[src/rtl/mpy_sequencer.sv]
// mpy_sequencer: control stage around the 18x18 shift-add multiplier.
// Takes an MPY request, drives zero-extended operands into the multiplier,
// waits for its done, then writes the 32-bit product to Rd (high word) and
// Rd+1 (low word) over a req/ack write port.
// Optional build macro: MPY_TIMEOUT_EN adds a WAIT watchdog that raises err.
module mpy_sequencer #(
    parameter int SETTLE_CYCLES = 2,
    parameter int MPY_TIMEOUT   = 40
) (
    input  logic        clk,
    input  logic        reset_n,
    input  logic        start,
    input  logic [15:0] src_val,
    input  logic [15:0] dst_val,
    input  logic [15:0] wp,
    input  logic [3:0]  rd,
    output logic [17:0] mul_a,
    output logic [17:0] mul_b,
    input  logic [35:0] mul_p,
    input  logic        mul_done,
    output logic        wr_req,
    output logic [15:0] wr_addr,
    output logic [15:0] wr_data,
    input  logic        wr_ack,
    output logic        busy,
    output logic        done,
    output logic        err
);

    typedef enum logic [2:0] {
        IDLE,
        SETTLE,
        WAIT,
        WR_HI,
        WR_LO,
        FIN
    } state_t;

    localparam int SW = $clog2(SETTLE_CYCLES + 1);

    state_t        state_reg;
    state_t        state_next;
    logic [SW-1:0] settle_cnt_reg;
    logic [15:0]   wp_reg;
    logic [3:0]    rd_reg;
    logic [31:0]   prod_reg;
    logic          lo_armed_reg;   // WR_LO spends its first cycle with wr_req low
    logic [15:0]   base_addr;
    logic          timeout_hit;

    // The top four product bits are always zero for 16-bit operands.
    logic unused_p_hi;
    assign unused_p_hi = ^mul_p[35:32];

    // Byte address of Rd; arithmetic wraps modulo 2^16.
    assign base_addr = wp_reg + {11'b0, rd_reg, 1'b0};

    // State register.
    always_ff @(posedge clk or negedge reset_n) begin
        if (!reset_n) begin
            state_reg <= IDLE;
        end else begin
            state_reg <= state_next;
        end
    end

    // Next-state decode and Moore outputs.
    always_comb begin
        state_next = state_reg;
        busy       = (state_reg != IDLE);
        done       = (state_reg == FIN);
        wr_req     = 1'b0;
        wr_addr    = '0;
        wr_data    = '0;
        case (state_reg)
            IDLE: begin
                if (start) begin
                    state_next = SETTLE;
                end
            end
            SETTLE: begin
                if (settle_cnt_reg == SW'(1)) begin
                    state_next = WAIT;
                end
            end
            WAIT: begin
                if (mul_done) begin
                    state_next = WR_HI;
                end else if (timeout_hit) begin
                    state_next = FIN;
                end
            end
            WR_HI: begin
                wr_req  = 1'b1;
                wr_addr = base_addr;
                wr_data = prod_reg[31:16];
                if (wr_ack) begin
                    state_next = WR_LO;
                end
            end
            WR_LO: begin
                wr_req  = lo_armed_reg;
                wr_addr = base_addr + 16'd2;
                wr_data = prod_reg[15:0];
                if (lo_armed_reg && wr_ack) begin
                    state_next = FIN;
                end
            end
            FIN: begin
                state_next = IDLE;
            end
            default: begin
                state_next = IDLE;
            end
        endcase
    end

    // Request latches, operand drive, settle counter and product capture.
    always_ff @(posedge clk or negedge reset_n) begin
        if (!reset_n) begin
            mul_a          <= '0;
            mul_b          <= '0;
            wp_reg         <= '0;
            rd_reg         <= '0;
            prod_reg       <= '0;
            settle_cnt_reg <= '0;
            lo_armed_reg   <= 1'b0;
        end else begin
            lo_armed_reg <= (state_reg == WR_LO) && (state_next == WR_LO);
            case (state_reg)
                IDLE: begin
                    if (start) begin
                        mul_a          <= {2'b00, src_val};
                        mul_b          <= {2'b00, dst_val};
                        wp_reg         <= wp;
                        rd_reg         <= rd;
                        settle_cnt_reg <= SW'(SETTLE_CYCLES);
                    end
                end
                SETTLE: begin
                    settle_cnt_reg <= settle_cnt_reg - SW'(1);
                end
                WAIT: begin
                    if (mul_done) begin
                        prod_reg <= mul_p[31:0];
                    end
                end
                default: begin
                end
            endcase
        end
    end

`ifdef MPY_TIMEOUT_EN
    localparam int TW = $clog2(MPY_TIMEOUT + 1);

    logic [TW-1:0] tmo_cnt_reg;
    logic          err_reg;

    // WAIT has lasted MPY_TIMEOUT cycles without the multiplier finishing.
    assign timeout_hit = (state_reg == WAIT) && !mul_done &&
                         (tmo_cnt_reg == TW'(MPY_TIMEOUT - 1));
    assign err = err_reg;

    // Cycles spent in WAIT for the current request.
    always_ff @(posedge clk or negedge reset_n) begin
        if (!reset_n) begin
            tmo_cnt_reg <= '0;
        end else if (state_reg == WAIT) begin
            tmo_cnt_reg <= tmo_cnt_reg + TW'(1);
        end else begin
            tmo_cnt_reg <= '0;
        end
    end

    // Sticky timeout flag, cleared by the next accepted request.
    always_ff @(posedge clk or negedge reset_n) begin
        if (!reset_n) begin
            err_reg <= 1'b0;
        end else if (state_reg == IDLE && start) begin
            err_reg <= 1'b0;
        end else if (timeout_hit) begin
            err_reg <= 1'b1;
        end
    end
`else
    logic unused_tmo_cfg;
    assign unused_tmo_cfg = (MPY_TIMEOUT > 0);
    assign timeout_hit    = 1'b0;
    assign err            = 1'b0;
`endif

endmodule

[config.mk]
export PLATFORM = sky130hd
export DESIGN_NAME = mpy_sequencer
export DESIGN_NICKNAME = d
export VERILOG_FILES = /design/src/rtl/mpy_sequencer.sv
export SDC_FILE = /design/constraint.sdc
export NUM_CORES = 1
export LEC_CHECK = 0
export BUFFER_PORTS_ARGS = -buffer_cell sky130_fd_sc_hd__buf_2
export CAP_MARGIN = 25
export CORE_UTILIZATION = 50
export CTS_CLUSTER_DIAMETER = 100
export DETAILED_ROUTE_END_ITERATION = 12
export PLACE_DENSITY = 0.8
export RECOVER_POWER = 50
export SLEW_MARGIN = 30
export SYNTH_ARGS = -nofsm -noshare
export SYNTH_HDL_FRONTEND = slang
export SYNTH_SLANG_ARGS = --single-unit
[constraint.sdc]
create_clock -name clk -period 4 [get_ports clk]
set_clock_uncertainty 0.05 [all_clocks]
set_input_delay 0.8 -clock clk [delete_from_list [all_inputs] [get_ports clk]]
set_output_delay 0.8 -clock clk [all_outputs]
set_load 0.01 [all_outputs]
==> results of run 1 <==
==> worst paths after layout <==
path                              startpoint           endpoint  slack (ns)  cells after the start
setup / recovery                   wp_reg[1]        wr_addr[15]        0.07                     10
hold / removal             settle_cnt_reg[0]  settle_cnt_reg[0]        0.46                      1
setup reg to reg                state_reg[0]        prod_reg[8]        1.47                      3
hold reg to reg            settle_cnt_reg[0]  settle_cnt_reg[0]        0.46                      1
max in group asynchronous            reset_n           mul_b[4]        1.62                      1
min in group asynchronous            reset_n       prod_reg[25]        1.00                      1
==> timing repair <==
item,CTS,global route
gates resized for setup,2,3
setup endpoints to repair,4,3
hold buffers,0,0
buffers inserted,1,0
pin swaps,1,0
==> logic make-up (layout without fill, tap and decap cells) <==
kind of cell	count (synthesis)	count (layout)	share of synthesized area (%)
AOI/OAI and AO/OA	67	67	10.65
xor gates and xnor gates	20	20	3.844
adders and majority gates	7	7	2.087
buffers and inverters	32	183	3.707
DFF	90	90	49.42
muxes	82	82	20.51
other	1	5	0.08229
and+or+nand+nor	79	79	9.692
==> routing by layer <==
layer	share of wire, %	GRT usage (%)
met5	0	0
met4	0.99	6.900
met3	5.3	5.108
met2	52	35.88
met1	42	27.29
==> power by group <==
part / total (mW) / switching (mW) / leakage, nW / internal, mW
sequential: 1.66 / 0.307 / 1.09 / 1.35
clock: 0.652 / 0.351 / 0.0988 / 0.300
combinational: 2.10 / 1.07 / 1.45 / 1.03
total: 4.41 / 1.73 / 2.63 / 2.68
==> synthesized netlist by cell type, drive strengths merged, types with 2 or more instances <==
master   count  area, um^2
nand3        7       35.03
nand4        2       12.51
ha           6       75.07
clkbuf      13       58.80
o31ai        3       22.52
or2          3       18.77
mux2        81       912.1
xnor2       12       105.1
or3          2       13.77
dfrtp       90        2252
o2bb2ai      2       17.52
and2         5       33.78
nand2       28       112.6
o21ai       13       65.06
buf         11       80.08
nor2        15       56.30
nor4         2       42.54
and3b        2       17.52
a21boi       2       15.01
and3         5       31.28
a21oi       10       50.05
xor2         8       70.07
inv          8       30.03
o22ai        9       56.30
nor3         3       15.01
o211ai       2       15.01
a22o        17       148.9
==> through the flow <==
| step | utilization [%] | worst slack, ns |
|---|---|---|
| 6_report | 63.83 | 0.07383 |
| 4_1_cts | 64.01 | 0.03348 |
| 3_3_place_gp | 61.41 | 0.2683 |
| 2_1_floorplan | - | 0.5097 |
| 3_5_place_dp | 61.45 | 0.2165 |
| 5_1_grt | 63.83 | -0.1159 |
==> worst max-delay path, cell delays in order, from the launching register on <==
cell and delay [ns]:
dfrtp_1 0.39, ha_2 0.21, fa_2 0.39, a211o_2 0.40, a21oi_1 0.14, mux2_2 0.18
o2111ai_2 0.18, or3b_1 0.43, xnor2_1 0.13, o22ai_1 0.12, buf_2 0.16
==> layout make-up <==
cell class | instances | area, um^2
well taps | 108 | 135.1
clock inverters | 7 | 82.58
multi-input cells | 260 | 2183
flip-flops and latches | 90 | 2252
clock buffers | 9 | 123.9
inverters | 8 | 30.03
repair buffers | 159 | 787.0
fillers | 731 | 3169
==> reports/qor.yml, run 1 <==
status: "finished, violations left"
violations: "max-capacitance violations, max-slew violations"
mostFrequentLayoutCell: "buf_2"
dp.cells: 624
ys_warn_count: 0
die_h_um: 97.47
critical_path.max_fanout: 4
drt-total-wl_mm: 9.757
largest_register_ffs: 32
slew-limit-headroom_pct: -43.62
cts_sinks: 90
num_antenna_cells: 0
criticalPathCategory: "flip-flop to output port"
core-area_um2: 8763
ir_worst_vdd_v: 0.0003643
layout_worst_path_cycle_share_pct: 98.15
row_count: 34
vias: 3451
clockBufferDepth: 2
grt_pass1_wl_mm: 16.26
synthDistinctLibCells: 51
drt_iter0_markers: 101
synthCells: 378
maxCapViolCount: 2
firstDrtPassIters: 4
die-area_um2: 9499
start_util_pct: 52.00
fin_tns_setup_ns: 0
post_drt_wl_per_cell_um: 15.22
worst_setup_path_start_kind: "flip-flop"
h-tree-depth: 3
dp_hpwl_mm: 7.118
track_usage_pct: 21.38
rsz0062_at_grt: "yes"
async_flop_share_pct: 100.0
worstPathRequired_ns: 3.15
cp.arrival_ns: 3.08
fin_nets: 628
area_delta_synth_final_pct: 22.76
hp-class: "flip-flop to flip-flop"
final_cell_mix: "142 x buf_2, 90 x dfrtp_1, 81 x mux2_2"
dieWidth_um: 97.47
cts_tree: "yes"
setup_viol: 0
synth_flop_cell: "dfrtp_1"
synth_edf_count: 0
worstMarginPinSlew_ns: 2.154
antenna_found_initial: 0
io_pins: 165
cts-root-buf: "clkbuf_8"
final_cells: 641
overflow: 0
p_total_mw: 4.412
grt_pass1_vias: 3438
ys_seq_area_share_pct: 49.42
ant_nets: 0
numCtsBuffers: 9
fmax_mhz: 254.7
hold_slack_ns: 0.4622
avgSynthCellArea_um2: 12.06
syn_area_um2: 4557
final_layout_size_suffix_gt1_share_pct: 49.72
avgViaCountPerCell: 5.384
cellLeakagePower_nw: 2.631
clk_pin_slew_ns: 0.10
portBuffers: 155
clkLatencyLatePin_ns: 0.35
powerDensity_nw_per_um2: 788.6
place_area_um2: 5385
final_max_slew_viol_count: 124
gp_congestion: 0.9014
fin_crit_ns: 3.926
ys_ff_latch: 90
end_kind: "output port"
grt_max_degree: 91
drc: 0
hold_viol: 0
final_area_um2: 5594
Power figures use the tool's default switching activity.
==> run 2: changes to the inputs <==
--- a/config.mk
+++ b/config.mk
@@ -10,8 +10,8 @@
 export CORE_UTILIZATION = 50
 export CTS_CLUSTER_DIAMETER = 100
 export DETAILED_ROUTE_END_ITERATION = 12
+export GPL_ROUTABILITY_DRIVEN = 0
 export PLACE_DENSITY = 0.8
-export RECOVER_POWER = 50
 export SLEW_MARGIN = 30
 export SYNTH_ARGS = -nofsm -noshare
 export SYNTH_HDL_FRONTEND = slang
==> reports/qor.yml, run 2 (same netlist as run 1, synthesis figures left out) <==
die_h_um: 97.47  # unchanged
mostFrequentLayoutCell: "buf_2"
critical_path.max_fanout: 4  # unchanged
grt_pass1_wl_mm: 16.26  # unchanged
grt.busiest_layer: "met2"
fmax_mhz: 254.4  # -0.11%
final_cells: 641  # unchanged
final_area_um2: 5619  # +0.45%
fin_nets: 628  # unchanged
layout_worst_path_cycle_share_pct: 98.27  # +0.11 points
fill_cells: 726  # -0.68%
ant_nets: 0  # unchanged
final_layout_size_suffix_gt1_share_pct: 52.16  # +2.4 points
drt_iter0_markers: 101  # unchanged
clkLatencyLatePin_ns: 0.35  # about the same
fin_crit_ns: 3.931  # +0.004510 ns
vias: 3465  # +0.41%
ir_worst_vdd_v: 0.0003697  # +1.5%
row_count: 34  # unchanged
worstMarginPinSlew_ns: 0.7978  # -1.357 ns
final_max_slew_viol_count: 0  # -100%
clockBufferDepth: 2  # unchanged
portBuffers: 155  # unchanged
overflow: 0  # unchanged
use_met3_pct: 5.108  # unchanged
post_drt_wl_per_cell_um: 15.22  # about the same
dp_hpwl_mm: 7.118  # unchanged
hold_viol: 0  # unchanged
cp.arrival_ns: 3.08  # about the same
clk_pin_slew_ns: 0.10  # about the same
start_util_pct: 52.00  # unchanged
area_delta_synth_final_pct: 23.31
cts_sinks: 90  # unchanged
slew-limit-headroom_pct: 46.82  # +90 points
cts.hold.buffers_added: 0  # unchanged
avgViaCountPerCell: 5.406  # +0.41%
place_area_um2: 5385  # unchanged
firstDrtPassIters: 6  # +2
worst_setup_path_start_kind: "flip-flop"
num_antenna_cells: 0  # unchanged
grt_pass1_vias: 3438  # unchanged
criticalPathCategory: "flip-flop to output port"
hp-class: "primary input to async pin"
final_cell_mix: "154 x buf_2, 90 x dfrtp_1, 81 x mux2_2"
drt-total-wl_mm: 9.759  # about the same
grt_util_met2_pct: 35.88  # unchanged
setup_viol: 0  # unchanged
grt_max_degree: 91  # unchanged
cts_tree: "yes"
status: "completed"
dieWidth_um: 97.47  # unchanged
core-area_um2: 8763  # unchanged
antenna_found_initial: 0  # unchanged
end_kind: "output port"
hold_slack_ns: 0.4239  # -0.03821 ns
final_util_pct: 64.12  # +0.29 points
use_met1_pct: 27.29  # unchanged
die-area_um2: 9499  # unchanged
io_pins: 165  # unchanged
maxCapViolCount: 0  # -2
h-tree-depth: 3  # unchanged
powerDensity_nw_per_um2: 787.6  # -0.13%
numCtsBuffers: 9  # unchanged
worstPathRequired_ns: 3.15  # about the same
drc: 0  # unchanged
cellLeakagePower_nw: 2.671  # +1.5%
cts-root-buf: "clkbuf_8"
rsz0062_at_grt: "yes"
largest_register_ffs: 32  # unchanged
dp.cells: 624  # unchanged
track_usage_pct: 21.38  # unchanged
==> run 2: changes by cell type in the layout (fill, tap and decap cells not counted), sizes merged <==
cell / delta
buf: +14
clkbuf: -14
==> run 2: worst paths after layout <==
kind                         startpoint  slack (ns)  cells past startpoint      endpoint
max                           wp_reg[1]        0.07                     10   wr_addr[15]
min                             reset_n        0.42                      1  prod_reg[25]
max reg2reg                state_reg[0]        1.75                      4     mul_b[15]
min reg2reg                    mul_a[4]        0.46                      1      mul_a[4]
max in group asynchronous       reset_n        2.91                      1      mul_a[7]
min in group clk               mul_a[4]        0.46                      1      mul_a[4]
==> run 2: power breakdown <==
part	switching (mW)	total [mW]	internal, mW
combinational	1.07	2.12	1.04
clock	0.351	0.651	0.300
sequential	0.305	1.66	1.35
==> run 2: layer usage <==
| layer | up-vias | share of wire, % |
|---|---|---|
| met5 | - | 0 |
| met4 | 0 | 1.2 |
| met3 | 8 | 5.5 |
| met2 | 95 | 52 |
| met1 | 1709 | 41 |
| li1 | 1653 | - |
==> run 2: through the flow <==
stage	TNS, ns	setup slack [ns]	power (mW)
4_1_cts	0	0.03348	4.455
5_1_grt	-0.1159	-0.1159	4.758
3_3_place_gp	0	0.2683	3.650
2_1_floorplan	0	0.5097	3.158
6_report	0	0.06932	4.426
3_5_place_dp	0	0.2165	3.758
==> run 2: cell type report <==
cell class	count	area, um^2	share of cell area [%]
Clock buffer	9	123.9	2.204
Clock inverter	7	82.58	1.470
Inverter	8	30.03	0.5344
Multi-Input combinational cell	260	2183	38.86
Sequential cell	90	2252	40.08
Tap cell	108	135.1	2.405
Timing Repair Buffer	159	812.0	14.45
==> run 2: worst max-delay path, cell delays in order, from the launching register on <==
cell	delay, ns
dfrtp_1	0.39
ha_2	0.21
fa_2	0.39
a211o_2	0.40
a21oi_1	0.14
mux2_2	0.18
o2111ai_2	0.18
or3b_1	0.43
xnor2_1	0.13
o22ai_1	0.12
buf_2	0.16
==> run 2: repair_timing <==
item                                    4_1_cts  5_1_grt
gates cloned                                  0        0
resized for setup                             2        3
pin swaps                                     1        0
endpoints found under the setup margin        4        3
buffers inserted                              1        0
